===== config.mk =====
export PLATFORM = sky130hd
export DESIGN_NAME = framebuffer_bar_writer
export DESIGN_NICKNAME = d
export VERILOG_FILES = /design/src/rtl/framebuffer_bar_writer_pkg.sv /design/src/rtl/framebuffer_bar_writer_raster.sv /design/src/rtl/framebuffer_bar_writer.sv
export SDC_FILE = /design/constraint.sdc
export NUM_CORES = 1
export LEC_CHECK = 0
export ABC_AREA = 1
export CAP_MARGIN = 20
export CORE_MARGIN = 2
export CORE_UTILIZATION = 60
export CTS_CLUSTER_DIAMETER = 100
export DETAILED_ROUTE_END_ITERATION = 8
export GPL_ROUTABILITY_DRIVEN = 0
export PLACE_DENSITY = 0.77
export SLEW_MARGIN = 20
export SYNTH_ARGS = -nofsm -noshare
export SYNTH_HDL_FRONTEND = slang
export SYNTH_HIERARCHICAL = 1
export SYNTH_SLANG_ARGS = --single-unit

===== constraint.sdc =====
create_clock -name clk -period 3 [get_ports clk]
set_input_delay 0.45 -clock clk [delete_from_list [all_inputs] [get_ports clk]]
set_output_delay 0.45 -clock clk [all_outputs]
set_load 0.05 [all_outputs]

===== src/rtl/framebuffer_bar_writer_pkg.sv =====
// Shared visualizer definitions: screen geometry (also used by the VGA scan-out),
// the bar writer FSM state type and the framebuffer address-width helper.
package framebuffer_bar_writer_pkg;

  localparam int SCREEN_W = 640;
  localparam int SCREEN_H = 480;

  typedef enum logic [1:0] {
    IDLE,
    LOAD,
    DRAW,
    DONE
  } state_t;

  function automatic int fb_addr_width(input int width, input int height);
    return $clog2(width * height);
  endfunction

endpackage


===== src/rtl/framebuffer_bar_writer_raster.sv =====
// Row-major raster walker: y, bar index/column within the bar pitch, and the
// linear framebuffer address, all stepped incrementally so no divider is needed.
module framebuffer_bar_writer_raster
  import framebuffer_bar_writer_pkg::*;
#(
  parameter int SCREEN_WIDTH  = SCREEN_W,
  parameter int SCREEN_HEIGHT = SCREEN_H,
  parameter int BAR_WIDTH     = 20
) (
  input  logic                                                  clk,
  input  logic                                                  resetn,
  input  logic                                                  clear,
  input  logic                                                  advance,
  output logic [$clog2(SCREEN_HEIGHT)-1:0]                      y,
  output logic [$clog2(SCREEN_WIDTH/BAR_WIDTH+1)-1:0]           bar_idx,
  output logic [$clog2(BAR_WIDTH)-1:0]                          bar_col,
  output logic [fb_addr_width(SCREEN_WIDTH, SCREEN_HEIGHT)-1:0] addr
);

  localparam int X_W    = $clog2(SCREEN_WIDTH);
  localparam int Y_W    = $clog2(SCREEN_HEIGHT);
  localparam int COL_W  = $clog2(BAR_WIDTH);
  localparam int ADDR_W = fb_addr_width(SCREEN_WIDTH, SCREEN_HEIGHT);

  logic [X_W-1:0] x;

  // NOTE: sequential state uses non-blocking assignments so every flop samples
  // pre-edge values, independent of statement order.
  always_ff @(posedge clk) begin
    if (!resetn || clear) begin
      x       <= '0;
      y       <= '0;
      bar_idx <= '0;
      bar_col <= '0;
      addr    <= '0;
    end else if (advance) begin
      addr <= (addr == ADDR_W'(SCREEN_WIDTH * SCREEN_HEIGHT - 1)) ? '0 : addr + 1'b1;
      if (x == X_W'(SCREEN_WIDTH - 1)) begin
        // Row wrap: the bar tracking restarts with the row.
        x       <= '0;
        bar_idx <= '0;
        bar_col <= '0;
        y       <= (y == Y_W'(SCREEN_HEIGHT - 1)) ? '0 : y + 1'b1;
      end else begin
        x <= x + 1'b1;
        if (bar_col == COL_W'(BAR_WIDTH - 1)) begin
          bar_col <= '0;
          bar_idx <= bar_idx + 1'b1;
        end else begin
          bar_col <= bar_col + 1'b1;
        end
      end
    end
  end

endmodule


===== src/rtl/framebuffer_bar_writer.sv =====
// Renders one frame of vertical spectrum bars into the 1-bit framebuffer:
// snapshot all bin magnitudes, then write every pixel once, one per clock.
module framebuffer_bar_writer
  import framebuffer_bar_writer_pkg::*;
#(
  parameter int SCREEN_WIDTH  = SCREEN_W,
  parameter int SCREEN_HEIGHT = SCREEN_H,
  parameter int NUM_BARS      = 32,
  parameter int BAR_WIDTH     = 20,
  parameter int BAR_GAP       = 2,
  parameter int MAG_WIDTH     = 16,
  parameter int MAG_SHIFT     = 4
) (
  input  logic                                                  clk,
  input  logic                                                  resetn,
  input  logic                                                  start,
  output logic                                                  bin_rd_en,
  output logic [$clog2(NUM_BARS)-1:0]                           bin_addr,
  input  logic [MAG_WIDTH-1:0]                                  bin_data,
  output logic                                                  fb_wr_en,
  output logic [fb_addr_width(SCREEN_WIDTH, SCREEN_HEIGHT)-1:0] fb_wr_addr,
  output logic                                                  fb_wr_data,
  output logic                                                  busy,
  output logic                                                  done
);

  localparam int PIXELS = SCREEN_WIDTH * SCREEN_HEIGHT;
  localparam int ADDR_W = fb_addr_width(SCREEN_WIDTH, SCREEN_HEIGHT);
  localparam int BIN_W  = $clog2(NUM_BARS);
  localparam int LCNT_W = $clog2(NUM_BARS + 1);
  localparam int HGT_W  = $clog2(SCREEN_HEIGHT + 1);
  localparam int Y_W    = $clog2(SCREEN_HEIGHT);
  localparam int BIDX_W = $clog2(SCREEN_WIDTH / BAR_WIDTH + 1);
  localparam int COL_W  = $clog2(BAR_WIDTH);

  state_t              state, next_state;
  logic [LCNT_W-1:0]   load_cnt;
  logic [HGT_W-1:0]    height [NUM_BARS];
  logic                rd_en_next;
  logic [BIN_W-1:0]    bin_addr_next;
  logic                emit;

  logic [Y_W-1:0]      y;
  logic [BIDX_W-1:0]   bar_idx;
  logic [COL_W-1:0]    bar_col;
  logic [ADDR_W-1:0]   pix_addr;

  logic [MAG_WIDTH-1:0] raw_height;
  logic [HGT_W-1:0]     clamped_height;
  logic [HGT_W-1:0]     row_up;
  logic [BIN_W-1:0]     bar_sel;
  logic                 pixel_on;

  framebuffer_bar_writer_raster #(
    .SCREEN_WIDTH (SCREEN_WIDTH),
    .SCREEN_HEIGHT(SCREEN_HEIGHT),
    .BAR_WIDTH    (BAR_WIDTH)
  ) u_raster (
    .clk    (clk),
    .resetn (resetn),
    .clear  (state == IDLE),
    .advance(emit),
    .y      (y),
    .bar_idx(bar_idx),
    .bar_col(bar_col),
    .addr   (pix_addr)
  );

  // NOTE: every always_comb output gets a default first, so no path leaves a
  // signal unassigned and no latch is inferred.
  always_comb begin
    next_state    = state;
    rd_en_next    = 1'b0;
    bin_addr_next = '0;
    case (state)
      IDLE: begin
        if (start) begin
          next_state = LOAD;
          rd_en_next = 1'b1;
        end
      end
      LOAD: begin
        if (load_cnt == LCNT_W'(NUM_BARS)) begin
          next_state = DRAW;
        end else if (load_cnt < LCNT_W'(NUM_BARS - 1)) begin
          rd_en_next    = 1'b1;
          bin_addr_next = BIN_W'(load_cnt + 1'b1);
        end
      end
      DRAW:    if (fb_wr_addr == ADDR_W'(PIXELS - 1)) next_state = DONE;
      DONE:    next_state = IDLE;
      default: next_state = IDLE;
    endcase
  end

  // The pixel for the next write is computed from the raster counters and
  // registered together with its address and strobe.
  always_comb begin
    emit           = (next_state == DRAW);
    raw_height     = bin_data >> MAG_SHIFT;
    clamped_height = (raw_height > MAG_WIDTH'(SCREEN_HEIGHT)) ? HGT_W'(SCREEN_HEIGHT)
                                                              : HGT_W'(raw_height);
    row_up         = HGT_W'(SCREEN_HEIGHT - 1) - HGT_W'(y);
    bar_sel        = (bar_idx < BIDX_W'(NUM_BARS)) ? bar_idx[BIN_W-1:0] : '0;
    pixel_on       = (bar_idx < BIDX_W'(NUM_BARS)) &&
                     (bar_col < COL_W'(BAR_WIDTH - BAR_GAP)) &&
                     (row_up < height[bar_sel]);
  end

  always_ff @(posedge clk) begin
    if (!resetn) begin
      state      <= IDLE;
      load_cnt   <= '0;
      bin_rd_en  <= 1'b0;
      bin_addr   <= '0;
      fb_wr_en   <= 1'b0;
      fb_wr_addr <= '0;
      fb_wr_data <= 1'b0;
      busy       <= 1'b0;
      done       <= 1'b0;
      // NOTE: the height file is a small flop array, so it is cleared on reset;
      // a block-RAM store would not be.
      for (int i = 0; i < NUM_BARS; i++) height[i] <= '0;
    end else begin
      state      <= next_state;
      load_cnt   <= (state == LOAD) ? load_cnt + 1'b1 : '0;
      bin_rd_en  <= rd_en_next;
      bin_addr   <= bin_addr_next;
      fb_wr_en   <= emit;
      fb_wr_addr <= emit ? pix_addr : '0;
      fb_wr_data <= emit && pixel_on;
      busy       <= (next_state != IDLE);
      done       <= (next_state == DONE);
      // Read data for bin k arrives in LOAD cycle k+1.
      if (state == LOAD && load_cnt != '0) begin
        height[BIN_W'(load_cnt - 1'b1)] <= clamped_height;
      end
    end
  end

endmodule


==> metrics, run 1 <==
critical path data required time 3460 ps; core area 28700 µm²; Die Height 175 µm; RR Endpoint fb_wr_data; crit path to fb_wr_data; number of buffers created by CTS 41; die width 175 µm; Worst Path Class, Setup reg2reg; Root Driver clkbuf_16; Worst slew margin between 50% and 60%; global-route wire length before repair 68300 µm; Initial Util 61.1%; hold crit path type reg2reg; Clk Latency, worst-skew pair about 530 ps; Hold Vio Cnt, Final 0; Yosys cell types 40; most frequent cells in the layout 390 x nor2_1, 288 x edfxtp_1, 233 x nand2_1; setup violators final 0; synthesized instance count 1825; ANT cells 0; crit start category flop; post-layout min period 2790 ps; peak supply drop 0.404 mV; CP Cell Sequence inv_2, nand2_2, inv_4, buf_12, nand3_1, nand3_2, nand3_2, nand2_1, nor2_1, a31oi_1, ha_1, a21oi_1, o21ai_0, nand2_1, o21ai_0, nor2_1, nand3_1, a21oi_2; final clock skew 19.3 ps; CP startpoint u_raster/bar_idx[5]; Worst path slowest cell dfxtp_2; max-slew violation count 0; wire per inst 19.3 µm; dominant synthesized flop cell edfxtp_1; hold depth 2; CP peak stage delay 340 ps; CTS tree built; Lkg Pwr 7.35 nW; initial antenna violation count 0; status complete, no violations; CTS Sinks 374; initial DRC count 1448; worst slew pin tran 651 ps; Worst EP arrival 3250 ps; Cell Pwr Density 553 nW/µm²; CP Buf/Inv Count 3; vias in the first global route around 13000; Final HPWL DP ~28000 µm; clock-pin slew on the worst setup and hold paths 60 ps; Largest delay share family, worst path simple AND/OR/NAND/NOR gates; ratio of cells with drive above 1 in the final layout around 16%; GR Util All Layers 28.8%; synthesized cell area between 15000 and 20000 µm²; WHS 446 ps; Area Growth Syn to Fin 14.0%; Async SR Flop Fraction 0%; number of synthesized flops with an enable pin 288; # hold bufs at CTS 0; vias per cell between 5 and 6; Crit. End Element flop; DIE AREA between 30000 and 40000 µm²; FF+latch count, synth around 370; Fin Setup TNS 0 ps; mean post-synth cell area 9.60 µm²; FMAX 358 MHz; Ys Warns 6; vias after detailed routing 13384; r2r startpoint u_raster/bar_idx[5]; Final ANT Viol Nets 0; cell depth of the worst setup path 18; post-synth net total 1864; Register-to-Register Setup Slack 210 ps; max-cap violations 0; commonest non-fill, non-tap cell in the layout nor2_1; CP max FO 37; Rows 62; final WL 44100 µm; I/O Pins 48; Final period util 93.1%; Nets 1904; CTS H-Tree Depth 2; largest net degree at the start of global routing 73; port bufs 43; Residual DRC 0; cells on worst reg2reg path 18; unrepaired setup endpoints after global routing no; drt pass-1 iters 8; gr ovfl total 0; sequential area share after synthesis between 50% and 60%; Max clock buf depth 3
final cells by class:
type	instances	area [µm²]
multi-input cells	1228	6310
repair buffers	91	1000
inverters	129	494
well taps	384	480
clock inverters	19	200
clock buffers	56	1110
flip-flops and latches	374	10400
fillers	2144	8730
cells in the mapped netlist (2+ instances only):
master | number | area, µm²
nor2_1 | 394 | 1480
edfxtp_1 | 288 | 8650
nand2_1 | 234 | 878
nand3_1 | 190 | 951
or2_2 | 114 | 713
inv_1 | 112 | 420
o211ai_1 | 112 | 841
dfxtp_1 | 86 | 1720
clkbuf_1 | 66 | 248
nand2_2 | 34 | 213
a21oi_1 | 25 | 125
buf_2 | 24 | 120
ha_1 | 20 | 250
xor2_1 | 14 | 123
nand4_1 | 13 | 81.3
nor3_1 | 13 | 65.1
inv_2 | 12 | 45.0
o21ai_0 | 12 | 60.1
nor2_2 | 9 | 56.3
nand3_2 | 6 | 60.1
nor2_4 | 6 | 67.6
xnor2_1 | 6 | 52.6
clkinv_1 | 4 | 15.0
nand3b_1 | 4 | 30.0
nor3_4 | 4 | 65.1
o21ai_1 | 4 | 20.0
buf_1 | 3 | 11.3
and3_1 | 2 | 12.5
nor3b_1 | 2 | 15.0
o21bai_1 | 2 | 15.0
cell families after synthesis:
family	synth area share, %
buffers and inverters	5.00
XOR/XNOR	1.34
AND/OR/NAND/NOR	26.8
adder cells (fa/ha/maj)	1.43
AO/OA/AOI/OAI	6.27
flip-flops	59.2
stage by stage:
step | area (µm²) | setup slack, ps | total power, mW | cells | util, %
final | 20000 | 208 | 11.1 | 2281 | 69.6
after global routing | 20000 | 18.2 | 11.3 | 2281 | 69.6
after CTS | 19900 | 36.1 | 11.1 | 2280 | 69.4
after detailed placement | 18600 | 188 | 6.21 | 2205 | 64.8
after global placement | 18600 | 251 | 6.19 | 2205 | 64.8
after floorplan | 17500 | 554 | 6.06 | 1825 | -
tightest hold or removal path: stages, from the launching register on:
cell and delay [ps]:
dfxtp_1 320, inv_1 50, nor2_1 40
registers in the layout, indices dropped and copies added, names as in the netlist:
name and flops:
busy 1, u_raster/bar_col 5, height 288, fb_wr_data 1, u_raster/x 10, u_raster/y 9
bin_addr 5, fb_wr_addr 19, done 1, u_raster/bar_idx 6, load_cnt 6, u_raster/addr 19
fb_wr_en 1, bin_rd_en 1, state 2
worst min-delay path by stage:
| stage | from | end | slack (ps) |
|---|---|---|---|
| after detailed placement | u_raster/addr[15] | fb_wr_addr[15] | 440 |
| final | u_raster/addr[15] | fb_wr_addr[15] | 450 |
| after floorplan | u_raster/addr[15] | fb_wr_addr[15] | 420 |
| after global placement | u_raster/addr[15] | fb_wr_addr[15] | 440 |
| after global routing | u_raster/addr[8] | fb_wr_addr[8] | 480 |
| after CTS | u_raster/addr[15] | fb_wr_addr[15] | 450 |
per-layer routing:
metal	GRT usage (%)	routed length, µm	up-vias
li1	-	-	6239
met1	39.3	17200	6328
met2	47.3	21000	680
met3	3.44	4060	137
met4	11.8	1860	0
met5	0	0	-
power by group:
group | total [mW] | internal (mW) | leakage, nW | switching, mW
combinational | 0.369 | 0.0971 | 3.06 | 0.272
clock | 4.95 | 2.95 | 0.630 | 2.00
sequential | 5.74 | 5.70 | 3.67 | 0.0383
repair_timing:
| action | CTS | global route |
|---|---|---|
| setup endpoints to repair | 0 | 14 |
| gates resized for setup | 0 | 12 |
| setup buffers | 0 | 0 |
(Power assumes the default switching activity.)
==> inputs of run 2 (changes only) <==
--- a/config.mk
+++ b/config.mk
@@ -7,7 +7,6 @@
 export LEC_CHECK = 0
 export ABC_AREA = 1
 export CAP_MARGIN = 20
-export CORE_MARGIN = 2
 export CORE_UTILIZATION = 60
 export CTS_CLUSTER_DIAMETER = 100
 export DETAILED_ROUTE_END_ITERATION = 8
==> run 2 against run 1 <==
Effect of this change: register-to-register slack lost 60 ps; critical path depth grew 1; critical endpoint unchanged; clock-buffer cell count grew 3; largest cell class unchanged; utilization shrank 0.31 points; power shrank 1.9%; worst hold slack gained 16 ps; wire length shrank 1.7%; cell count shrank 0.18%; worst setup slack lost 57 ps; clock power shrank 4.4%.
==> metrics, run 2 (synthesis gave the netlist of run 1 again) <==
Crit. End Element flop; vias in the first global route 12860; WL met1 17200 µm; DIE AREA 29900 µm²; crit start category flop; Tot Pwr 10.8 mW; routed wl met3 3690 µm; pre-CTS setup slack 105 ps; peak supply drop 0.540 mV; GR Util All Layers 29.1%; global-route wire length before repair about 68000 µm; Hold Vio Cnt, Final 0; Final WS setup 151 ps; Die Height roughly 170 µm; most frequent cells in the layout 390 x nor2_1, 288 x edfxtp_1, 233 x nand2_1; ratio of cells with drive above 1 in the final layout 15.9%; placed cells 2203; min-delay src u_raster/addr[15]; gr ovfl total 0; worst slew pin tran 680 ps; # hold bufs at CTS 0; post-layout min period 2850 ps; Clk Latency, worst-skew pair 520 ps; Initial Util 61.1%; max-slew violation count 0; Final period util 95.0%; Top reg by flops height; port bufs 43; Lkg Pwr 7.32 nW; hold crit path type reg2reg; # fillers 2093; I/O Pins 48; r2r startpoint u_raster/bar_idx[5]; core area 28700 µm²; critical path data required time 3440 ps; number of buffers created by CTS 40; Worst slew margin 54.5%; Final HPWL DP 27400 µm; design area 19900 µm²; final WL 43300 µm; hold depth 2; clock-pin slew on the worst setup and hold paths 60 ps; WHS 462 ps; RR Endpoint fb_wr_data; status complete, no violations; largest net degree at the start of global routing 70; Worst EP arrival 3290 ps; setup violators final 0; Area Growth Syn to Fin 13.5%; CP max FO 18; Final Non-Filler Cells around 2300; Top Registers height: 288 flops, fb_wr_addr: 19 flops, u_raster/addr: 19 flops; Worst Path Class, Setup reg2reg; ANT cells 0; Final Util approximately 69%; Max clock buf depth 3; Fin Setup TNS 0 ps; hold worst-path end fb_wr_addr[15]; drt pass-1 iters 6; final clock skew 21.3 ps; wire per inst about 19 µm; routed length on met2 about 21000 µm; max-cap violations 0; Nets 1903; FMAX 351 MHz; initial DRC count 1521; Residual DRC 0; commonest non-fill, non-tap cell in the layout nor2_1; vias after detailed routing 13323; Cell Pwr Density 545 nW/µm²; max reg flops between 200 and 300; CTS tree built; Root Driver clkbuf_16; die width 173 µm; CTS Sinks 374; top sig layer met4; Register-to-Register Setup Slack 150 ps; CTS H-Tree Depth 2; vias per cell between 5 and 6; CP startpoint u_raster/bar_idx[5]; cells on worst reg2reg path 19; post-place instance area 18600 µm²; initial antenna violation count 0; Rows 62; Final ANT Viol Nets 0
run 2: cell count changes in the layout (fill, tap and decap cells not counted), sizes merged:
| cell | previous run | this run |
|---|---|---|
| clkbuf | 57 | 60 |
| bufinv | 4 | 2 |
| clkinvlp | 2 | 0 |
| inv | 126 | 124 |
| clkinv | 16 | 15 |
run 2: report_power, final:
| part | total, mW | internal, mW | switching [mW] |
|---|---|---|---|
| combinational | 0.371 | 0.100 | 0.271 |
| clock | 4.73 | 2.81 | 1.93 |
| sequential | 5.73 | 5.70 | 0.0370 |
| total | 10.8 | 8.60 | 2.23 |
run 2: cell type report:
cell class	count	area (µm²)	area share, %
flip-flops and latches	374	10400	52.2
clock buffers	59	1140	5.76
inverters	129	493	2.48
well taps	384	480	2.42
repair buffers	91	978	4.92
multi-input cells	1228	6310	31.7
clock inverters	12	106	0.535
run 2: how the worst max path moves through the flow:
stage                    endpoint  slack (ps)  depth (start not counted)
global route        u_raster/y[5]         -30                         17
detailed placement   height[0][4]         100                          7
floorplan              fb_wr_data         550                         18
global placement     height[0][2]         190                          7
finish                 fb_wr_data         150                         19
CTS                    fb_wr_data          50                         19
run 2: routing by layer:
layer  global-route usage (%)  up-vias
met5                        0        -
met4                     11.2        0
met3                     4.02      131
met2                     48.5      609
met1                     38.9     6339
li1                         -     6244
run 2: critical path: stages, from the launching register on:
cell	delay [ps]
dfxtp_2	340
inv_2	90
buf_6	170
nand2_2	150
clkinv_4	120
buf_12	170
nand3_1	90
nand3_1	120
nand3_1	140
nand2_1	110
nor2_1	40
a31oi_1	200
ha_1	280
a21oi_1	140
o21ai_0	110
nand2_1	70
o21ai_0	70
nor2_1	120
nand3_1	90
a21oi_1	130
run 2: timing repair:
item / CTS / global route
buffers inserted: 0 / 2
gates resized for setup: 0 / 11
setup endpoints to repair: 0 / 30
